File: src/rtl/matrix_pkg.sv
// Shared definitions for the 2x2 matrix datapath.
//   DATA_W      : width of one result word
//   NUM_RESULTS : words per matrix result (2x2 -> 4)
//   IDX_W       : width of a word index
//   LAST_IDX    : index of the final word of a result set
//   state_t     : unloader state machine encoding
//   result_t    : one result word
package matrix_pkg;

    localparam int DATA_W      = 16;
    localparam int NUM_RESULTS = 4;
    localparam int IDX_W       = $clog2(NUM_RESULTS);

    localparam logic [IDX_W-1:0] LAST_IDX = IDX_W'(NUM_RESULTS - 1);

    typedef enum logic {
        IDLE = 1'b0,
        SEND = 1'b1
    } state_t;

    typedef logic [DATA_W-1:0] result_t;

endpackage

File: src/rtl/rise_detect.sv
// Rising-edge detector: registers the previous value of a level signal and
// flags the cycle in which it goes from 0 to 1.
//   clk  : system clock, rising edge
//   rst  : asynchronous, active-high reset (previous value cleared to 0)
//   sig  : level input
//   rise : high for one cycle when sig is 1 and was 0 on the previous edge
module rise_detect (
    input  logic clk,
    input  logic rst,
    input  logic sig,
    output logic rise
);

    logic sig_q;

    always_ff @(posedge clk or posedge rst) begin
        if (rst) begin
            sig_q <= 1'b0;
        end else begin
            sig_q <= sig;
        end
    end

    // A level held high produces exactly one pulse.
    assign rise = sig & ~sig_q;

endmodule

File: src/rtl/result_unloader.sv
// Drain side of the 2x2 matrix datapath. Captures the four products when the
// multiplier's done flag rises and streams them out in row-major order over a
// valid/ready handshake.
//   clk, rst            : clock, asynchronous active-high reset
//   multiplication_done : level flag from the multiplier, capture on rise
//   result1..result4    : products R1C1, R1C2, R2C1, R2C2
//   out_data/out_valid/out_ready : word stream, transfer on valid & ready
//   out_index           : position (0..3) of out_data
//   out_last            : high with the final word (index 3)
//   busy                : a captured set is not yet fully drained
//   overrun             : sticky, a set arrived while busy and was dropped
//   clear_overrun       : synchronous clear of overrun (a new event wins)
module result_unloader
    import matrix_pkg::*;
(
    input  logic              clk,
    input  logic              rst,
    input  logic              multiplication_done,
    input  logic [DATA_W-1:0] result1,
    input  logic [DATA_W-1:0] result2,
    input  logic [DATA_W-1:0] result3,
    input  logic [DATA_W-1:0] result4,
    output logic [DATA_W-1:0] out_data,
    output logic              out_valid,
    input  logic              out_ready,
    output logic [IDX_W-1:0]  out_index,
    output logic              out_last,
    output logic              busy,
    output logic              overrun,
    input  logic              clear_overrun
);

    state_t           state;
    logic [IDX_W-1:0] index;
    result_t          hold [NUM_RESULTS];
    logic             valid_q;
    logic             busy_q;
    logic             overrun_q;

    logic done_rise;
    logic xfer;
    logic last_xfer;
    logic drop;

    rise_detect u_done_rise (
        .clk  (clk),
        .rst  (rst),
        .sig  (multiplication_done),
        .rise (done_rise)
    );

    assign xfer      = valid_q & out_ready;
    assign last_xfer = xfer & (index == LAST_IDX);
    // A new set can only be taken in IDLE or on the final transfer; any
    // other rise while sending is dropped and flagged.
    assign drop      = (state == SEND) & done_rise & ~last_xfer;

    always_ff @(posedge clk or posedge rst) begin
        if (rst) begin
            state     <= IDLE;
            index     <= '0;
            valid_q   <= 1'b0;
            busy_q    <= 1'b0;
            overrun_q <= 1'b0;
            for (int i = 0; i < NUM_RESULTS; i++) begin
                hold[i] <= '0;
            end
        end else begin
            case (state)
                IDLE: begin
                    if (done_rise) begin
                        hold[0] <= result1;
                        hold[1] <= result2;
                        hold[2] <= result3;
                        hold[3] <= result4;
                        index   <= '0;
                        valid_q <= 1'b1;
                        busy_q  <= 1'b1;
                        state   <= SEND;
                    end
                end
                SEND: begin
                    if (last_xfer) begin
                        index <= '0;
                        if (done_rise) begin
                            // Back-to-back set: keep valid high, no bubble.
                            hold[0] <= result1;
                            hold[1] <= result2;
                            hold[2] <= result3;
                            hold[3] <= result4;
                        end else begin
                            valid_q <= 1'b0;
                            busy_q  <= 1'b0;
                            state   <= IDLE;
                        end
                    end else if (xfer) begin
                        index <= index + IDX_W'(1);
                    end
                end
                default: begin
                    state   <= IDLE;
                    valid_q <= 1'b0;
                    busy_q  <= 1'b0;
                    index   <= '0;
                end
            endcase

            if (drop) begin
                overrun_q <= 1'b1;
            end else if (clear_overrun) begin
                overrun_q <= 1'b0;
            end
        end
    end

    assign out_data  = hold[index];
    assign out_index = index;
    assign out_last  = valid_q & (index == LAST_IDX);
    assign out_valid = valid_q;
    assign busy      = busy_q;
    assign overrun   = overrun_q;

endmodule

File: config.mk
export PLATFORM = sky130hd
export DESIGN_NAME = result_unloader
export DESIGN_NICKNAME = d
export VERILOG_FILES = /design/src/rtl/matrix_pkg.sv /design/src/rtl/rise_detect.sv /design/src/rtl/result_unloader.sv
export SDC_FILE = /design/constraint.sdc
export NUM_CORES = 1
export LEC_CHECK = 0
export CAP_MARGIN = 5
export CORE_MARGIN = 3
export CORE_UTILIZATION = 52
export CTS_BUF_LIST = sky130_fd_sc_hd__clkbuf_8 sky130_fd_sc_hd__clkbuf_16
export CTS_CLUSTER_DIAMETER = 30
export DETAILED_ROUTE_END_ITERATION = 7
export PLACE_DENSITY = 0.95
export RECOVER_POWER = 50
export SLEW_MARGIN = 20
export SYNTH_ARGS = -nofsm -noshare
export SYNTH_HDL_FRONTEND = slang
export SYNTH_SLANG_ARGS = --single-unit
File: constraint.sdc
create_clock -name clk -period 7.4 [get_ports clk]
set_clock_uncertainty 0.1 [all_clocks]
set_input_delay 2.22 -clock clk [delete_from_list [all_inputs] [get_ports clk]]
set_output_delay 2.22 -clock clk [all_outputs]
set_load 0.01 [all_outputs]
# --- Word-level counts from Yosys, hierarchy flattened ---
# Index checks and enable logic that the tools add are counted.
word_totals:
  register_bits: 70
  mem_bits_rw: 0
  mem_count: 0
  latch_bits: 0
  out_inout_bits: 22
  romBits: 0
classes:
  n_bitwise: 10
  add_sub_neg: 1
  n_reduce_logical: 3
  magnitude_cmp: 1
  shifts: 0
  div_mod_pow: 0
  n_mux: 19
  eq_ne: 5
  n_mul: 0
op_table:
  columns: ["cell", "count"]
  rows:
  - ["$mux W64", 2]
  - ["$pmux W64 S2", 1]
  - ["$bmux W16 S2", 1]
  - ["$mux W16", 2]
  - ["$mux W1", 7]
  - ["$and A1 B1 Y1", 6]
  - ["$mux W2", 3]
  - ["$ne A2 B2 Y1 const B", 2]
  - ["$pmux W1 S2", 2]
  - ["$pmux W2 S2", 1]
  - ["$ge A3 B3 Y1 const B", 1]
  - ["$ne A3 B1 Y1 const B", 1]
  - ["$not A1 Y1", 3]
  - ["$not A2 Y3", 1]
  - ["$reduce_and A3 Y1", 1]
  - ["$add A2 B1 Y2 const B", 1]
  - ["$eq A2 B2 Y1 const B", 1]
  - ["$ne A2 B1 Y1 const B", 1]
  - ["$reduce_and A2 Y1", 1]
  - ["$reduce_bool A2 Y1", 1]

# --- Longest topological paths before layout ---
logic_depth:
  word_depth: 5
  mapped_depth: 5
  depth_no_buf: 4

# --- Cells and area by module ---
# A second synthesis with hierarchy kept.
unflattened:
  hier_cells: 183
  area_unflattened_um2: 3057.9
by_module_without_submodules:
  columns: ["module", "cells_per_inst", "instances", "area_each_um2", "seq_area_each_um2"]
  rows:
  - ["result_unloader", 180, 1, 3015.4, 1726.7]
  - ["rise_detect", 3, 1, 42.5, 25.0]

# --- Worst setup path after synthesis ---
# No wires, ideal clock.
synth_path:
  path_type: "reg2out"
  start: "register index[0] (netlist: out_index[0])"
  end: "output port out_data[11]"
  path_stages_with_launch: 4
  t_arrival_ns: 1.451
  setup_slack_ns: 3.629
  n_path_buf: 2
  cell_sequence: "dfrtp_1 > buf_2 > buf_4 > mux4_2"
synth_between:
  elab_chain_cells: 4
synth_rtl:
  columns: ["element", "line", "rtl"]
  rows:
  - ["from (decl)", "result_unloader.sv:34", "logic [IDX_W-1:0] index;"]
  - ["from (signal assigned)", "result_unloader.sv:97", "index <= index + IDX_W'(1);"]
  - ["$not A2 Y3 (implied by the code)", "result_unloader.sv:116", "assign out_data = hold[index];"]
  - ["$bmux W16 S2", "result_unloader.sv:116", null]
  - ["$mux W16 (implied by the code) (2 in a row)", "result_unloader.sv:116", null]
  - ["to (decl)", "result_unloader.sv:23", "output logic [DATA_W-1:0] out_data,"]
# Every way passes these cells. The select of a mux whose other input is x is not followed.

# --- Final worst setup path ---
layout_path:
  start: "register index[1] (netlist: out_index[1])"
  end: "output port out_data[0]"
# The elaborated chain is that of the path after synthesis.

==> qor.txt <==
Status - completed
Most common cell after layout, fill and taps aside - clkdlybuf4s50_1
Setup slack, reg-to-reg - 4330 ps
Yosys top cell by area - dfrtp_1
# diodes - 0
DIE AREA - 0.00736 mm^2
R2R Path Start - out_index[1]
CTS root buf - clkbuf_8
Tot GR Track Use - 0.196
Via count - 1890
Layout Nets - 343
Antenna-violating nets left - 0
Pin count of the biggest net entering global routing - 71
Worst setup path class - reg -> out
First-pass GRT wire length - 11.1 mm
Hold path startpoint - hold[31]
Min-Delay Endpoint - hold[31]
CTS max path bufs - 2
Fillers - 368
Most frequent cells in the layout - clkdlybuf4s50_1 (86), dfrtp_1 (70), mux2_4 (59)
Cells after Synth - 181
Port buffer count - 90
Max_slew headroom - 0.381
Slew Limit Fails - 0
# clock sinks - 70
Iter 0 DRT Violations - 68
Area grow syn2layout - 34.0%
Mapped Nets - 251
Die height - 85.8 um
Tmin final - 4690 ps
Setup crit end kind - primary output
Part of the cycle the worst path needs - 0.634
Worst path cell trace - mux4_2 -> clkdlybuf4s50_1
Netlist Area Pre-Place - 0.00331 mm^2
Max Cap Violations - 0
Core area - 0.00603 mm^2
Placement row count - 28
Worst Max-Slew Pin Slew - 928 ps
Register area share after synthesis - 0.529
HPWL Detailed - 4.35 mm
Pwr/cell area - 410 mW/mm^2
Mean post-synth cell area - 18.3 um^2
Vias/cell - 5.35
Worst path max stage delay - 960 ps
Hold Path Depth - 1
Synth area leaders - dfrtp_1 (53%), mux2_4 (27%), mux4_2 (11%)
TritonCTS clock tree - yes
Req. time, crit path - 5080 ps
DR WL/cell - 18.3 um
RR Endpoint - hold[47]
Setup_tns - 0 ps
WP data arrival - 2370 ps
#FFs+latches synth - 70
Setup violators final - 0
Final Hold Viols - 0
Share of post-route cells with drive strength above 1 - 0.363
Post-CTS sizing - 0
Yosys top cell area share - 0.529
Drt first pass iters - 4
Hold buffers post-CTS - 0
Peak VDD IR - 310 uV
TritonCTS buffer count - 9
Crit path max fanout - 19
Design Power - 1.82 mW
Leak - 1.90 nW
Total congestion overflow - 0
Total I/O pin count - 91
H-tree depth - 3
Yosys synthesis warning count - 0
Initial antenna violation count - 0
DRC viols - 0
Synth unique cells - 21
Initial Util - 0.549
HP Class - reg -> reg
Vias in the first global route - 2138
Unrepaired setup endpoints after global routing - false
Skew-Pair Late Insertion Delay - 330 ps
Post-CTS setup buffer count - 0
Die width - 85.8 um
GPL Wtd Cong - 0.723
Buf/Inv on CP - 1
Worst setup SP type - flip-flop
Fmax - 213 MHz
DRT Wirelength - 6.46 mm
Worst R2R Path Depth - 5
Family with the most delay on the worst path - flip-flops
CP max-delay cell - dfrtp_1
Clk slew on worst S/H paths - 80 ps
==> flip-flops by register name, summed over array words and instances (netlist names) <==
signal / count
hold: 64
out_index: 2
busy: 1
overrun: 1
state: 1
u_done_rise.sig_q: 1
==> kinds of logic (layout without fill, tap and decap cells) <==
kind of cell	Yosys count	after routing	synth area share
adder cells (fa/ha/maj)	1	1	0.00378
AND/OR/NAND/NOR	6	6	0.00908
AO/OA/AOI/OAI	8	8	0.0200
flip-flops	70	70	0.529
buffers and inverters	16	113	0.0431
multiplexers	80	80	0.395
==> layout make-up <==
type	count	area, um^2	area share
Timing Repair Buffer	94	931	0.210
Tap cell	75	93.8	0.0212
Inverter	3	11.3	0.00254
Sequential cell	70	1750	0.395
Clock inverter	7	123	0.0277
Multi-Input combinational cell	95	1400	0.316
Clock buffer	9	124	0.0279
==> routing by layer <==
layer,routed length [um],vias to the layer above,share of wire,global-route usage
met5,0,-,0,0
met4,76,0,0.012,0.0504
met3,475,7,0.074,0.0730
met2,3130,82,0.49,0.298
met1,2770,948,0.43,0.269
li1,-,853,-,-
==> cells in the mapped netlist, drive strengths merged <==
| cell type | n |
|---|---|
| a21oi | 1 |
| a31oi | 1 |
| and2 | 1 |
| buf | 12 |
| clkbuf | 1 |
| dfrtp | 70 |
| ha | 1 |
| inv | 3 |
| mux2 | 64 |
| mux4 | 16 |
| nand2 | 2 |
| nand2b | 1 |
| nand3 | 2 |
| o211ai | 2 |
| o21ai | 1 |
| o21ba | 1 |
| o22ai | 1 |
| o31ai | 1 |
==> worst max path at each step <==
stage | start | endpoint | slack (ps) | cells past startpoint
after floorplan | rst | busy | 3310 | 1
after global placement | out_index[1] | out_data[0] | 3080 | 2
after detailed placement | out_index[1] | out_data[0] | 3050 | 2
after CTS | out_index[1] | out_data[0] | 2660 | 2
after global routing | out_index[1] | out_data[0] | 2600 | 2
final | out_index[1] | out_data[0] | 2710 | 2
==> worst register-to-register path, cell delays in order, from the launching register on <==
cell and delay [ps]:
dfrtp_1 960, ha_1 340, nand3_1 110, a21oi_1 460, buf_4 590, mux2_2 410
==> power by group <==
part | switching [mW] | total, mW | leakage, nW | internal (mW)
registers | 0.120 | 0.684 | 0.851 | 0.563
logic | 0.221 | 0.761 | 0.931 | 0.540
clock network | 0.147 | 0.372 | 0.116 | 0.225
total | 0.489 | 1.82 | 1.90 | 1.33
==> per-stage QoR <==
step	hold WS, ps	area [um^2]	instances	setup slack [ps]	util
after floorplan	375	3310	181	3310	-
after global placement	387	4200	337	3080	0.697
after detailed placement	391	4200	337	3050	0.697
after CTS	413	4450	353	2660	0.738
after global routing	424	4430	353	2600	0.736
final	409	4430	353	2710	0.736
Note: power is estimated with default switching activity, not from simulation.
==> RTL edit (config.mk and constraints unchanged) <==
Set the package constant `DATA_W` to 20 (it was 16).
--- a/src/rtl/matrix_pkg.sv
+++ b/src/rtl/matrix_pkg.sv
@@ -8,5 +8,5 @@
 package matrix_pkg;
 
-    localparam int DATA_W      = 16;
+    localparam int DATA_W      = 20;
     localparam int NUM_RESULTS = 4;
     localparam int IDX_W       = $clog2(NUM_RESULTS);
Interface: changed (5 resized); port bits go from 91 to 111. No check against the original RTL was run, so the function may have changed too.
==> RTL edit against the original RTL <==
  * The run now ends with capacitance limit, slew limit left
  * Register-to-register slack worse by 1.4 ns
  * Power up 16%
  * Routed wire length grew 28%
  * Clock power shrank 13%
  * Global-route usage up 0.27 points
  * Cell area grew 21%
  * Sequential cell count grew 16
  * Worst setup slack got worse by 0.85 ns
  * Sequential power up 24%
  * Synthesized area rose by 23%
  * Hold slack got worse by 0.010 ns
  * Largest power group unchanged
==> RTL edit: results <==
[run_status]
status = finished with violations
violations = capacitance limit, slew limit

[place]
port_buffers = 110
placed_cells_incl_taps = 418
hpwl_um = 5780
gp_congestion = 0.769

[drt]
drt_iter0_markers = 100
m1WireLength_um = 3360
vias = 2227
wl_per_cell_um = 19.0
wl_met3_um = 304

[power]
combPwrFrac_pct = 44.6
ir_drop_mv = 0.201
p_leak_nw = 2.30
switching_share_pct = 27.4

[yosys]
synthTopCellsByCount = 86 x dfrtp_1, 80 x mux2_4, 20 x mux4_2, 8 x buf_8, 5 x buf_2
syn_avg_cell_area_um2 = 18.6
syn-num-nets = 305

[setup_path]
timing.reg2reg.setup_slack_ns = 2.97
r2r-end = hold[39]$_DFFE_PP0P_
rr_startpoint = out_index[0]$_DFFE_PP0P_
crit_arrival_ns = 5.66
slowest_stage = clkbuf_1
reg2reg_depth = 6

[hold_path]
hold_end = hold[39]$_DFFE_PP0P_

[grt]
grt_first_pass_wirelength_um = 13400
grt_usage_pct = 19.9

[sta]
final_max_slew_viol_count = 40

[flow_run]
drv_cap = 1
==> RTL edit: through the flow <==
step           hold slack [ns]  area [µm²]
2_1_floorplan            0.376        4080
5_1_grt                  0.416        5380
4_1_cts                  0.415        5390
3_5_place_dp             0.390        5190
6_report                 0.399        5380
3_3_place_gp             0.387        5190
==> RTL edit: layout make-up <==
class / instances / area [µm²]
fill: 490 / 2070
sequential: 86 / 2150
clock buffer: 11 / 151
tap: 99 / 124
multi-input combinational: 115 / 1750
clock inverter: 5 / 50.0
inverter: 3 / 12.5
timing repair buffer: 115 / 1140
==> RTL edit: how the worst max path moves through the flow <==
stage / start / to / slack, ns / cells past startpoint
after floorplan: rst / busy$_DFFE_PP0P_ / 2.86 / 1
after global placement: out_index[0]$_DFFE_PP0P_ / out_data[19] / 2.98 / 3
after detailed placement: out_index[0]$_DFFE_PP0P_ / out_data[12] / 2.95 / 3
after CTS: out_index[0]$_DFFE_PP0P_ / out_data[19] / 2.56 / 3
after global routing: out_ready / hold[53]$_DFFE_PP0P_ / 1.68 / 5
final: multiplication_done / hold[39]$_DFFE_PP0P_ / 1.85 / 5
==> RTL edit: cell families (layout without fill, tap and decap cells) <==
| group | count (synthesis) | count (layout) | synth area share (%) |
|---|---|---|---|
| adders and majority gates | 1 | 1 | 0.307 |
| muxes | 100 | 100 | 40.5 |
| and+or+nand+nor | 6 | 6 | 0.736 |
| buffers and inverters | 18 | 134 | 4.11 |
| DFF | 86 | 86 | 52.7 |
| AOI/OAI and AO/OA | 8 | 8 | 1.63 |
==> RTL edit: routing by layer <==
| layer | vias to the layer above | track usage, % |
|---|---|---|
| met5 | - | 0 |
| met4 | 0 | 8.53 |
| met3 | 12 | 2.95 |
| met2 | 56 | 33.9 |
| met1 | 1129 | 25.4 |
| li1 | 1030 | - |
